===== config.mk =====
export PLATFORM = sky130hd
export DESIGN_NAME = id_ex_reg
export DESIGN_NICKNAME = d
export VERILOG_FILES = /design/src/rtl/id_ex_reg.sv
export SDC_FILE = /design/constraint.sdc
export NUM_CORES = 1
export LEC_CHECK = 0
export ABC_AREA = 1
export BUFFER_PORTS_ARGS = -buffer_cell sky130_fd_sc_hd__clkbuf_2
export CORE_AREA = 2 2 160 162
export CTS_CLUSTER_DIAMETER = 120
export DETAILED_ROUTE_END_ITERATION = 12
export DIE_AREA = 0 0 162 164
export PLACE_DENSITY_LB_ADDON = 0.15
export SLEW_MARGIN = 20
export SYNTH_ARGS = -nofsm -noshare
export SYNTH_HDL_FRONTEND = slang
export SYNTH_SLANG_ARGS = --single-unit

===== constraint.sdc =====
create_clock -name clk -period 1.25 [get_ports clk]
set_input_delay 0.0625 -clock clk [delete_from_list [all_inputs] [get_ports clk]]
set_output_delay 0.0625 -clock clk [all_outputs]
set_load 0.01 [all_outputs]

===== src/rtl/id_ex_reg.sv =====
// ID/EX pipeline register: holds decoded instruction state for EX and applies
// operand forwarding on the registered register-file data.
module id_ex_reg #(
  parameter logic [3:0] NOP_ALU_OP = 4'h0
) (
  input  logic        clk,
  input  logic        reset,
  input  logic        stall,
  input  logic        flush,
  input  logic        id_valid,
  input  logic [3:0]  id_alu_op,
  input  logic [31:0] id_rs1_data,
  input  logic [31:0] id_rs2_data,
  input  logic [31:0] id_imm,
  input  logic [31:0] id_pc,
  input  logic [4:0]  id_rs1,
  input  logic [4:0]  id_rs2,
  input  logic [4:0]  id_rd,
  input  logic        id_use_imm,
  input  logic        id_reg_write,
  input  logic        id_mem_read,
  input  logic        id_mem_write,
  input  logic        id_is_branch,
  input  logic [1:0]  fwd_a,
  input  logic [1:0]  fwd_b,
  input  logic [31:0] exmem_result,
  input  logic [31:0] memwb_result,
  output logic        ex_valid,
  output logic [3:0]  alu_op,
  output logic [31:0] alu_in_1,
  output logic [31:0] alu_in_2,
  output logic [31:0] ex_rs2_fwd,
  output logic [31:0] ex_pc,
  output logic [31:0] ex_imm,
  output logic [4:0]  ex_rs1,
  output logic [4:0]  ex_rs2,
  output logic [4:0]  ex_rd,
  output logic        ex_reg_write,
  output logic        ex_mem_read,
  output logic        ex_mem_write,
  output logic        ex_is_branch
);

  typedef struct packed {
    logic        valid;
    logic [3:0]  alu_op;
    logic [31:0] rs1_data;
    logic [31:0] rs2_data;
    logic [31:0] imm;
    logic [31:0] pc;
    logic [4:0]  rs1;
    logic [4:0]  rs2;
    logic [4:0]  rd;
    logic        use_imm;
    logic        reg_write;
    logic        mem_read;
    logic        mem_write;
    logic        is_branch;
  } stage_t;

  localparam stage_t Bubble = '{alu_op: NOP_ALU_OP, default: '0};

  stage_t stage_q, load_d;
  logic [31:0] op_a;

  // Side-effecting control bits only survive with a real instruction.
  always_comb begin
    load_d           = '0;
    load_d.valid     = id_valid;
    load_d.alu_op    = id_alu_op;
    load_d.rs1_data  = id_rs1_data;
    load_d.rs2_data  = id_rs2_data;
    load_d.imm       = id_imm;
    load_d.pc        = id_pc;
    load_d.rs1       = id_rs1;
    load_d.rs2       = id_rs2;
    load_d.rd        = id_rd;
    load_d.use_imm   = id_use_imm;
    load_d.reg_write = id_valid & id_reg_write;
    load_d.mem_read  = id_valid & id_mem_read;
    load_d.mem_write = id_valid & id_mem_write;
    load_d.is_branch = id_valid & id_is_branch;
  end

  always_ff @(posedge clk or negedge reset) begin
    if (!reset) begin
      stage_q <= Bubble;
    end else if (flush) begin
      stage_q <= Bubble;
    end else if (!stall) begin
      stage_q <= load_d;
    end
  end

  always_comb begin
    case (fwd_a)
      2'b01:   op_a = exmem_result;
      2'b10:   op_a = memwb_result;
      default: op_a = stage_q.rs1_data;
    endcase
  end

  always_comb begin
    case (fwd_b)
      2'b01:   ex_rs2_fwd = exmem_result;
      2'b10:   ex_rs2_fwd = memwb_result;
      default: ex_rs2_fwd = stage_q.rs2_data;
    endcase
  end

  assign alu_in_1     = op_a;
  assign alu_in_2     = stage_q.use_imm ? stage_q.imm : ex_rs2_fwd;
  assign ex_valid     = stage_q.valid;
  assign alu_op       = stage_q.alu_op;
  assign ex_pc        = stage_q.pc;
  assign ex_imm       = stage_q.imm;
  assign ex_rs1       = stage_q.rs1;
  assign ex_rs2       = stage_q.rs2;
  assign ex_rd        = stage_q.rd;
  assign ex_reg_write = stage_q.reg_write;
  assign ex_mem_read  = stage_q.mem_read;
  assign ex_mem_write = stage_q.mem_write;
  assign ex_is_branch = stage_q.is_branch;

endmodule


==> metrics.yaml <==
final_layout:
  fin_cells: 2025
  final_cell_mix: "nand2_1, clkbuf_2, nand3_1"
  layout_commonest_cell: "nand2_1"
  syn2layout_area_growth_pct: 67.3
  fin_util: 0.576
  layout-drive-gt1-share: 0.419
  final_nets: 1909
  final_cell_area_um2: 14300
die:
  die_height_um: 164
  row_count: 58
  initial_core_util: 0.344
  design.core.area_um2: 24800
  die-area_um2: 26600
  pin_count: 409
  die_x_um: 162
timing:
  finalSetupViolations: 49
  max_freq_mhz: 643
  layout_min_cycle_time_ps: 1560
  rsz0062_at_grt: "true"
  hold_slack_ps: 112
  max_slew.worst_pin.slew_ps: 533
  finalCritPeriodShare: 1.25
  finClkSkew_ps: 0
  setup_tns_ps: -8530
  maxSlewHeadroom: 0.644
  drv_slew: 0
  layout_setup_ws_ps: -306
  hold_viol: 0
global_routing:
  grt_max_degree: 77
  grt_pass1_wl_mm: 56.3
  grt_pass1_vias: 9930
  antenna_found_initial: 2
  grt_usage: 0.278
  grt_overflow_total: 0
synth:
  synth_area_per_cell_um2: 7.29
  yosysSeqAreaShare: 0.448
  synth.net_count: 1400
  synth-seq-cells: 153
  syn_area_um2: 8540
  synthCells: 1171
  yosysWarnings: 0
  synth_cell_types: 14
route:
  drt-vias-per-instance: 4.87
  wirelength_met1_mm: 15.4
  wl_met3_mm: 2.69
  first_pass_iters: 5
  ant_nets: 0
  drc: 0
  via_count: 9852
  post_drt_wl_per_cell_um: 18.9
  dr.first_iter.drc_count: 628
  met2_length_mm: 18.8
  dr.max_layer_used: "met4"
  routed_wl_mm: 38.3
power:
  p_total_mw: 15.4
  p_leak_nw: 7.64
  p_clk_frac: 0.334
  power_density_nw_per_um2: 1080
  pwr-share-seq: 0.350
  ir_drop_mv: 0.830
  p_comb_frac: 0.316
  switching_share: 0.333
  internal-power_mw: 10.3
  p_sw_mw: 5.14
clock_tree:
  clk_latency_ps: 430
  cts_root_buf: "clkbuf_16"
  cts_made_buffers: 17
  clkSinkCount: 153
  cts_tree: "built"
  h-tree-depth: 4
  clockBufferDepth: 2
  clkSlewWorstSetupHoldPaths_ps: 70
critical_path:
  path_max_fanout: 7
  cp_cell_sequence: "inv_2 > buf_6 > buf_12 > nand3_1 > nand2_1 > buf_2"
  critPathMaxStageDelay_ps: 410
  critical-path-top-delay-family: "buffers and inverters"
  worstSetupPathType: "flip-flop to output port"
  critPathBufInv: 4
  crit_path_end_kind: "output port"
  worst_setup_path_start_kind: "flip-flop"
  cp.required_ps: 1190
  arrival_ps: 1490
  crit_slowest_cell: "dfrtp_1"
flow_run:
  maxCapViolCount: 0
placed_design:
  portBuffers: 408
  gp_congestion: 0.892
  place_ws_ps: -182
  post-dp-hpwl_mm: 25.5
  dpl_cell_area_um2: 10800
  dp_cells: 1813
outcome:
  failed_checks: "negative setup slack"
  outcome: "finished with violations"
min_path:
  hp-class: "input pin to asynchronous set/reset pin"
power groups by stage:
stage	clock network, mW	logic [mW]	registers, mW
3_3_place_gp	0	3.46	5.47
3_5_place_dp	0	3.47	5.47
2_1_floorplan	0	1.77	5.43
6_report	5.16	4.88	5.41
5_1_grt	5.46	5.23	5.44
4_1_cts	5.24	4.36	5.39
metal layers:
metal  vias to the layer above  global-route usage
met4                         0               0.111
met1                      4650               0.348
met2                       462               0.467
met5                         -                   0
li1                       4663                   -
met3                        77              0.0619
flip-flops by register name, summed over array words and instances, names as in the netlist, 4 cells and up:
| signal | cells |
|---|---|
| alu_op | 4 |
| ex_rs1 | 5 |
| ex_rd | 5 |
| ex_rs2 | 5 |
| ex_imm | 32 |
| ex_pc | 32 |
| stage_q | 65 |
kinds of logic after synthesis:
family,after synthesis,synth area share
AO/OA/AOI/OAI,97,0.0568
adder cells (fa/ha/maj),4,0.00586
buffers and inverters,202,0.136
flip-flops,153,0.448
AND/OR/NAND/NOR,715,0.353
synth_stat cells:
cell / instances / area share
nand3_1: 188 / 0.11
dfrtp_1: 153 / 0.45
nor2_1: 32 / 0.014
inv_1: 39 / 0.017
ha_1: 4 / 0.0059
and2_1: 32 / 0.023
clkbuf_1: 23 / 0.010
o21ai_0: 33 / 0.019
inv_2: 1 / 0.00044
buf_4: 92 / 0.081
buf_2: 47 / 0.028
a21oi_1: 64 / 0.037
nand2_1: 462 / 0.20
nor2_8: 1 / 0.0023
path summary, 6_finish.rpt:
path | start | to | slack (ps) | cells past startpoint
setup / recovery | stage_q[4]$_DFFE_PN0P_ | alu_in_2[24] | -310 | 6
hold / removal | reset | ex_imm[18]$_DFFE_PN0P_ | 110 | 2
setup reg to reg | stage_q[4]$_DFFE_PN0P_ | stage_q[4]$_DFFE_PN0P_ | 310 | 3
hold reg to reg | stage_q[136]$_DFFE_PN0P_ | stage_q[136]$_DFFE_PN0P_ | 510 | 2
max in group asynchronous | reset | ex_imm[31]$_DFFE_PN0P_ | 480 | 3
min in group clk | stall | ex_rd[1]$_DFFE_PN0P_ | 170 | 5
what timing repair did:
| item | CTS | global route |
|---|---|---|
| hold buffers | 158 | 0 |
| gates cloned | 6 | 3 |
| gates resized for setup | 131 | 197 |
| hold endpoints to repair | 289 | 0 |
| endpoints found under the setup margin | 91 | 93 |
| buffers inserted | 6 | 6 |
| pin swaps | 46 | 23 |
layout make-up:
class	instances	area [um2]
Multi-Input combinational cell	816	4170
Clock buffer	18	439
Clock inverter	14	129
Tap cell	330	413
Timing Repair Buffer	652	5130
Fill cell	2303	10500
Sequential cell	153	3830
Inverter	40	168
Antenna cell	2	5.00
Note: power is estimated with default switching activity, not from simulation.
